**src/rtl/if_id_pipe_reg_if.sv**
```systemverilog
// if_id_pipe_reg_if: bundle of the fetch-side inputs and decode-side outputs of the
// IF/ID pipeline register.
//
// Handshake: there is no ready signal. ValidIn/ValidOut mark whether the word in
// the same cycle is a real instruction; Stall is the only back-pressure and, when
// high, the register holds and the producer must hold its PC. Flush wins over
// Stall and replaces the held word with a bubble.
//
// Signals:
//   InstructionIn, PCPlus4In, ValidIn : fetch stage -> register
//   Stall, Flush                      : hazard unit -> register
//   InstructionOut, PCPlus4Out,
//   ValidOut, FlushedOut              : register -> decode stage
//   StallCycles, FlushCount,
//   InstrCount                        : performance counters (IFID_PERF_CNT_EN only)
// Modports: master = fetch/hazard side and decode consumer, slave = the register.
interface if_id_pipe_reg_if #(
  parameter int DATA_W = 32
);
  logic [DATA_W-1:0] InstructionIn;
  logic [DATA_W-1:0] PCPlus4In;
  logic              ValidIn;
  logic              Stall;
  logic              Flush;
  logic [DATA_W-1:0] InstructionOut;
  logic [DATA_W-1:0] PCPlus4Out;
  logic              ValidOut;
  logic              FlushedOut;
`ifdef IFID_PERF_CNT_EN
  logic [31:0]       StallCycles;
  logic [31:0]       FlushCount;
  logic [31:0]       InstrCount;

  modport master (
    output InstructionIn, PCPlus4In, ValidIn, Stall, Flush,
    input  InstructionOut, PCPlus4Out, ValidOut, FlushedOut,
    input  StallCycles, FlushCount, InstrCount
  );

  modport slave (
    input  InstructionIn, PCPlus4In, ValidIn, Stall, Flush,
    output InstructionOut, PCPlus4Out, ValidOut, FlushedOut,
    output StallCycles, FlushCount, InstrCount
  );
`else
  modport master (
    output InstructionIn, PCPlus4In, ValidIn, Stall, Flush,
    input  InstructionOut, PCPlus4Out, ValidOut, FlushedOut
  );

  modport slave (
    input  InstructionIn, PCPlus4In, ValidIn, Stall, Flush,
    output InstructionOut, PCPlus4Out, ValidOut, FlushedOut
  );
`endif
endinterface

```
**src/rtl/if_id_pipe_reg.sv**
```systemverilog
// if_id_pipe_reg: pipeline register between fetch and decode.
//
// Captures the fetched instruction and PC+4 each posedge Clk, holds them while the
// hazard unit stalls, and replaces them with a NOP bubble when a taken branch or
// jump flushes fetch. Priority per edge: Reset > Flush > Stall > load.
// All outputs are registered; there is no input-to-output combinational path.
//
// Ports:
//   Clk   : clock, all state updates on posedge
//   Reset : synchronous, active-high
//   bus   : if_id_pipe_reg_if slave modport (see interface header)
//
// Optional feature (macro IFID_PERF_CNT_EN): adds the wrapping 32-bit counters
// StallCycles, FlushCount and InstrCount. Without the macro these registers and
// ports do not exist.
module if_id_pipe_reg #(
  parameter int                DATA_W    = 32,
  parameter logic [DATA_W-1:0] NOP_INSTR = 32'h00000000
) (
  input  logic            Clk,
  input  logic            Reset,
  if_id_pipe_reg_if.slave bus
);

  // Initialisers give defined outputs in simulation before the first Reset.
  logic [DATA_W-1:0] instruction_q = NOP_INSTR;
  logic [DATA_W-1:0] pc_plus4_q    = '0;
  logic              valid_q       = 1'b0;
  logic              flushed_q     = 1'b0;
  logic [DATA_W-1:0] instruction_d;
  logic [DATA_W-1:0] pc_plus4_d;
  logic              valid_d;
  logic              flushed_d;

`ifdef IFID_PERF_CNT_EN
  logic [31:0] stall_cycles_q = '0;
  logic [31:0] flush_count_q  = '0;
  logic [31:0] instr_count_q  = '0;
  logic [31:0] stall_cycles_d;
  logic [31:0] flush_count_d;
  logic [31:0] instr_count_d;
`endif

  always_comb begin
    instruction_d = instruction_q;
    pc_plus4_d    = pc_plus4_q;
    valid_d       = valid_q;
    flushed_d     = 1'b0;
`ifdef IFID_PERF_CNT_EN
    stall_cycles_d = stall_cycles_q;
    flush_count_d  = flush_count_q;
    instr_count_d  = instr_count_q;
`endif
    if (Reset) begin
      instruction_d = NOP_INSTR;
      pc_plus4_d    = '0;
      valid_d       = 1'b0;
`ifdef IFID_PERF_CNT_EN
      stall_cycles_d = '0;
      flush_count_d  = '0;
      instr_count_d  = '0;
`endif
    end else if (bus.Flush) begin
      // PC+4 still advances so the debug trace keeps address continuity.
      instruction_d = NOP_INSTR;
      pc_plus4_d    = bus.PCPlus4In;
      valid_d       = 1'b0;
      flushed_d     = 1'b1;
`ifdef IFID_PERF_CNT_EN
      flush_count_d = flush_count_q + 32'd1;
`endif
    end else if (bus.Stall) begin
`ifdef IFID_PERF_CNT_EN
      stall_cycles_d = stall_cycles_q + 32'd1;
`endif
    end else begin
      // A non-valid word is captured as-is; decode keys off ValidOut.
      instruction_d = bus.InstructionIn;
      pc_plus4_d    = bus.PCPlus4In;
      valid_d       = bus.ValidIn;
`ifdef IFID_PERF_CNT_EN
      if (bus.ValidIn) instr_count_d = instr_count_q + 32'd1;
`endif
    end
  end

  always_ff @(posedge Clk) begin
    instruction_q <= instruction_d;
    pc_plus4_q    <= pc_plus4_d;
    valid_q       <= valid_d;
    flushed_q     <= flushed_d;
`ifdef IFID_PERF_CNT_EN
    stall_cycles_q <= stall_cycles_d;
    flush_count_q  <= flush_count_d;
    instr_count_q  <= instr_count_d;
`endif
  end

  assign bus.InstructionOut = instruction_q;
  assign bus.PCPlus4Out     = pc_plus4_q;
  assign bus.ValidOut       = valid_q;
  assign bus.FlushedOut     = flushed_q;
`ifdef IFID_PERF_CNT_EN
  assign bus.StallCycles = stall_cycles_q;
  assign bus.FlushCount  = flush_count_q;
  assign bus.InstrCount  = instr_count_q;
`endif

endmodule

```
**src/flat_wrapper.sv**
```systemverilog
// flat-port wrapper written by rule: the top's interface ports become plain ports
module if_id_pipe_reg_flat 
#(
  parameter int                DATA_W    = 32,
  parameter logic [DATA_W-1:0] NOP_INSTR = 32'h00000000
)
  (Clk, Reset, bus_InstructionIn, bus_PCPlus4In, bus_ValidIn, bus_Stall, bus_Flush, bus_InstructionOut, bus_PCPlus4Out, bus_ValidOut, bus_FlushedOut);
  if_id_pipe_reg_if #(.DATA_W(DATA_W)) bus_i ();
  input  logic Clk;
  input  logic Reset;
  input wire logic [$bits(bus_i.InstructionIn)-1:0] bus_InstructionIn;
  input wire logic [$bits(bus_i.PCPlus4In)-1:0] bus_PCPlus4In;
  input wire logic [$bits(bus_i.ValidIn)-1:0] bus_ValidIn;
  input wire logic [$bits(bus_i.Stall)-1:0] bus_Stall;
  input wire logic [$bits(bus_i.Flush)-1:0] bus_Flush;
  output wire logic [$bits(bus_i.InstructionOut)-1:0] bus_InstructionOut;
  output wire logic [$bits(bus_i.PCPlus4Out)-1:0] bus_PCPlus4Out;
  output wire logic [$bits(bus_i.ValidOut)-1:0] bus_ValidOut;
  output wire logic [$bits(bus_i.FlushedOut)-1:0] bus_FlushedOut;
  assign bus_i.InstructionIn = bus_InstructionIn;
  assign bus_i.PCPlus4In = bus_PCPlus4In;
  assign bus_i.ValidIn = bus_ValidIn;
  assign bus_i.Stall = bus_Stall;
  assign bus_i.Flush = bus_Flush;
  assign bus_InstructionOut = bus_i.InstructionOut;
  assign bus_PCPlus4Out = bus_i.PCPlus4Out;
  assign bus_ValidOut = bus_i.ValidOut;
  assign bus_FlushedOut = bus_i.FlushedOut;
  if_id_pipe_reg #(.DATA_W(DATA_W), .NOP_INSTR(NOP_INSTR)) u_core (.Clk(Clk), .Reset(Reset), .bus(bus_i));
endmodule
```
**config.mk**
```make
export PLATFORM = sky130hd
export DESIGN_NAME = if_id_pipe_reg_flat
export DESIGN_NICKNAME = d
export VERILOG_FILES = /design/src/rtl/if_id_pipe_reg_if.sv /design/src/rtl/if_id_pipe_reg.sv /design/src/flat_wrapper.sv
export SDC_FILE = /design/constraint.sdc
export NUM_CORES = 1
export LEC_CHECK = 0
export CELL_PAD_IN_SITES_DETAIL_PLACEMENT = 1
export CELL_PAD_IN_SITES_GLOBAL_PLACEMENT = 2
export CORE_MARGIN = 2
export CORE_UTILIZATION = 23
export CTS_CLUSTER_DIAMETER = 200
export DETAILED_ROUTE_END_ITERATION = 12
export GPL_TIMING_DRIVEN = 1
export PLACE_DENSITY_LB_ADDON = 0.1
export SLEW_MARGIN = 25
export SYNTH_ARGS = -nofsm -noshare
export SYNTH_HDL_FRONTEND = slang
export SYNTH_SLANG_ARGS = --single-unit
```
**constraint.sdc**
```tcl
create_clock -name Clk -period 1.2 [get_ports Clk]
set_input_delay 0.36 -clock Clk [delete_from_list [all_inputs] [get_ports Clk]]
set_output_delay 0.36 -clock Clk [all_outputs]
set_load 0.02 [all_outputs]
```
# After elaboration in Yosys (flattened, before gate mapping)
# Index checks and enable logic that the tools add are counted.
[word_totals]
register_bits = 66
wordCells = 9
[op_classes]
eq_ne = 1
muxes = 3
n_reduce_logical = 1
[op_table]
columns = ["operator", "count"]
rows = [
  ["$mux 32", 2],
  ["$ne 2x1->1 const B", 1],
  ["$reduce_or 2->1", 1],
  ["$mux 1", 1],
]

# Longest topological paths before layout
[depth]
depth_word = 2
depth_mapped = 5
depth_no_buf = 2

# Least setup slack after synthesis
# No wires, ideal clock.
[synth_path]
kind = "in2reg"
start = "in bus_Stall"
end = "reg u_core.instruction_q[0], in the netlist u_core.bus.InstructionOut[0]"
setup_time_ns = 0.114
arrival_ns = 0.946
setup_slack_ns = 0.140
path_stages = 5
cell_sequence = "buf_6 buf_12 buf_12 mux2i_1 nor2_1"
[synth_lines]
columns = ["item", "line_no", "source"]
rows = [
  ["from (decl)", "flat_wrapper.sv:14", "input wire logic [$bits(bus_i.Stall)-1:0] bus_Stall;"],
  ["to (signal assigned)", "if_id_pipe_reg.sv:88", "instruction_q <= instruction_d;"],
  ["to (decl)", "if_id_pipe_reg.sv:26", "logic [DATA_W-1:0] instruction_q = NOP_INSTR;"],
]

# Worst setup path in the final report
[layout_path]
start = "reg u_core.instruction_q[10], in the netlist u_core.bus.InstructionOut[10]"
end = "out bus_InstructionOut[10]"
[layout_lines]
columns = ["item", "line_no", "source"]
rows = [
  ["to (decl)", "flat_wrapper.sv:16", "output wire logic [$bits(bus_i.InstructionOut)-1:0] bus_InstructionOut;"],
]
# No word-level cell between the ends.

==> results.tsv <==
stage	metric	value	unit
outcome	status	finished clean	
route	routed_wl	8180	um
yosys	yosys.area_share.simple	26.0	%
yosys	synth_nets	324	
critical_path	critical-path-top-delay-family	flip-flops	
yosys	avgSynthCellArea	10.6	um^2
yosys	synth-seq-cells	66	
route	wl_per_cell	15.0	um
route	vias	2357	
cells_and_area	drive_gt1_share	33.7	%
sta	hold-worst-slack	426	ps
critical_path	path_buf_inv	1	
power	ir_drop	0.000626	V
critical_path	worstSetupEndpointType	output port	
critical_path	critical_path_arrival	810	ps
placed_design	gp_congestion	0.665	
die	initial_core_util	23.7	%
global_route	grt_first_pass_wirelength	13100	um
die	num_io_pins	135	
clock_network	cts-root-buf	clkbuf_16	
worst_hold_path	holdCritStartpoint	bus_Stall	
cells_and_area	antennaDiodeCount	0	
route	routed_via_density	4.33	
route	first_pass_iters	4	
critical_path	crit_type	flop to output port	
yosys	synth_top_family_by_area	simple AND/OR/NAND/NOR gates	
placed_design	dp_hpwl	5730	um
clock_network	htreeDepth	3	
sta	fmax	0.853	GHz
cells_and_area	final_common_cell	buf_4	
yosys	yosys.area_share.adder	0	%
worst_hold_path	hp-class	input port to flop	
yosys	yosysWarnings	0	
global_route	grt_overflow	0	
critical_path	critical_path_required	840	ps
clock_network	holdBufCountCts	0	
placed_design	io_buffers	134	
sta	hold_viol	0	
sta	tightestPinTransition	219	ps
yosys	synth_mux_area_share	12.2	%
power	swShare	24.4	%
sta	finalMaxSlewViolations	0	
clock_network	clockBufferDepth	2	
clock_network	cts_sinks	66	
power	p_comb_share	15.7	%
clock_network	numCtsBuffers	9	
power	p_seq_share	40.1	%
cells_and_area	fillers	1309	
die	placementRows	39	
yosys	yosysUniqueCellTypes	14	
sta	rsz0062_at_grt	false	
clock_network	cts_setup_buffers	0	
yosys	synth_xor_area_share	0	%
cells_and_area	layout-area-overhead-vs-synth	62.6	%
sta	skew	0	ps
placed_design	place_inst	529	
power	power.density	1340	nW/um^2
sta	setup_violations	0	
cells_and_area	nets	466	
die	chipHeight	113	um
critical_path	slowest_delay	340	ps
critical_path	crit_path_start	u_core.bus.InstructionOut[10]$_SDFFE_PP0N_	
power	internal_power	4.48	mW
global_route	grt_usage	13.0	%
cells_and_area	final_cell_mix	buf_4, clkdlybuf4s50_1, dfxtp_1	
yosys	yosysSeqAreaShare	48.7	%
global_route	antenna_found_initial	0	
route	drt_iter0_markers	70	
sta	min_period	1170	ps
route	drcViolationCount	0	
critical_path	path_cells	buf_4	
clock_network	clk_latency	320	ps
clock_network	cts_tree	done	
sta	max_slew_margin	85.4	%
critical_path	crit_slowest_cell	dfxtp_1	
critical_path	worstPathMaxFanout	2	
power	p_clk_share	44.2	%
sta	finalCritPeriodShare	97.7	%
power	power_switching	1.45	mW
cells_and_area	final_cell_count_no_fill	544	
power	power	5.93	mW
die	die_area	12700	um^2
clock_network	path_clk_slew	60	ps
sta	finalSetupTns	0	ps
yosys	synth_area	2710	um^2
critical_path	startpoint_type	flop	
die	die_x	113	um
flow_run	max-cap-violations	0	
die	core_region_area	11500	um^2
power	leakage	1.88	nW
yosys	synthCells	255	
global_route	grt_pass1_vias	2522	
route	ant_nets	0	
critical_path	r2r-start	u_core.bus.PCPlus4Out[0]$_SDFFE_PP0P_	
global_route	grt_max_degree	34	
yosys	synth_compound_area_share	5.90	%
[Yosys cell counts]
master	instances	area share [%]
dfxtp_1	66	49
mux2i_1	33	12
nor2_1	33	4.6
nand2b_1	32	7.4
nand4bb_1	32	13
o21ai_1	32	5.9
buf_2	8	1.5
clkbuf_1	7	0.97
buf_12	4	3.0
buf_6	4	1.7
clkbuf_2	1	0.18
nor2b_1	1	0.23
nor2b_2	1	0.32
or2_1	1	0.23
[metrics by stage]
| step | setup slack (ps) | area (um^2) | util (%) |
|---|---|---|---|
| finish | 27.9 | 4410 | 38.5 |
| global route | 0.103 | 4410 | 38.5 |
| CTS | 0.208 | 4260 | 37.1 |
| detailed placement | -325 | 4230 | 36.8 |
| global placement | -274 | 4230 | 36.8 |
| floorplan | 140 | 2710 | - |
[area by class of cell]
type | instances | area [um^2] | area share, %
clock buffer | 10 | 239 | 5.42
clock inverter | 5 | 55.1 | 1.25
timing repair buffer | 155 | 1390 | 31.4
multi-input combinational | 165 | 1200 | 27.1
tap | 143 | 179 | 4.05
sequential | 66 | 1360 | 30.8
[power by group through the flow]
| stage | clock [mW] | sequential [mW] | combinational [mW] |
|---|---|---|---|
| after floorplan | 0 | 2.53 | 0.323 |
| after global placement | 0 | 2.41 | 0.973 |
| after detailed placement | 0 | 2.41 | 0.981 |
| after CTS | 2.71 | 2.36 | 0.911 |
| after global routing | 2.80 | 2.39 | 1.00 |
| final | 2.62 | 2.38 | 0.930 |
[routing by layer]
metal | up-vias | part of all wire (%) | global-route usage (%)
met4 | 0 | 1.7 | 5.12
met1 | 1096 | 45 | 16.5
met5 | - | 0 | 0
met2 | 87 | 46 | 20.8
li1 | 1161 | - | -
met3 | 13 | 7.5 | 3.78
[worst reg2reg max path, stage by stage (launching register included)]
cell and delay (ps):
dfxtp_2 320, buf_4 120, nand4bb_1 80, o21ai_1 60
[sequential cells by signal (all words and copies together), names as in the netlist]
name and flops:
u_core.bus.ValidOut 1, u_core.bus.PCPlus4Out 32, u_core.bus.FlushedOut 1, u_core.bus.InstructionOut 32
[kinds of logic (layout without fill, tap and decap cells)]
logic type | Yosys count | after routing
buffers and inverters | 24 | 170
AND/OR/NAND/NOR | 100 | 100
AO/OA/AOI/OAI | 32 | 32
flip-flops | 66 | 66
multiplexers | 33 | 33
[what timing repair did]
item	4_1_cts	5_1_grt
setup endpoints to repair	66	92
cloned	0	0
gates resized for setup	293	72
[final timing paths]
check / endpoint / slack [ps] / cells after the start
max reg2reg: u_core.bus.PCPlus4Out[0]$_SDFFE_PP0P_ / 510 / 3
min reg2reg: u_core.bus.InstructionOut[26]$_SDFFE_PP0N_ / 490 / 2
min: u_core.bus.PCPlus4Out[26]$_SDFFE_PP0P_ / 430 / 3
max: bus_InstructionOut[10] / 30 / 1
Note: power is estimated with default switching activity, not from simulation.
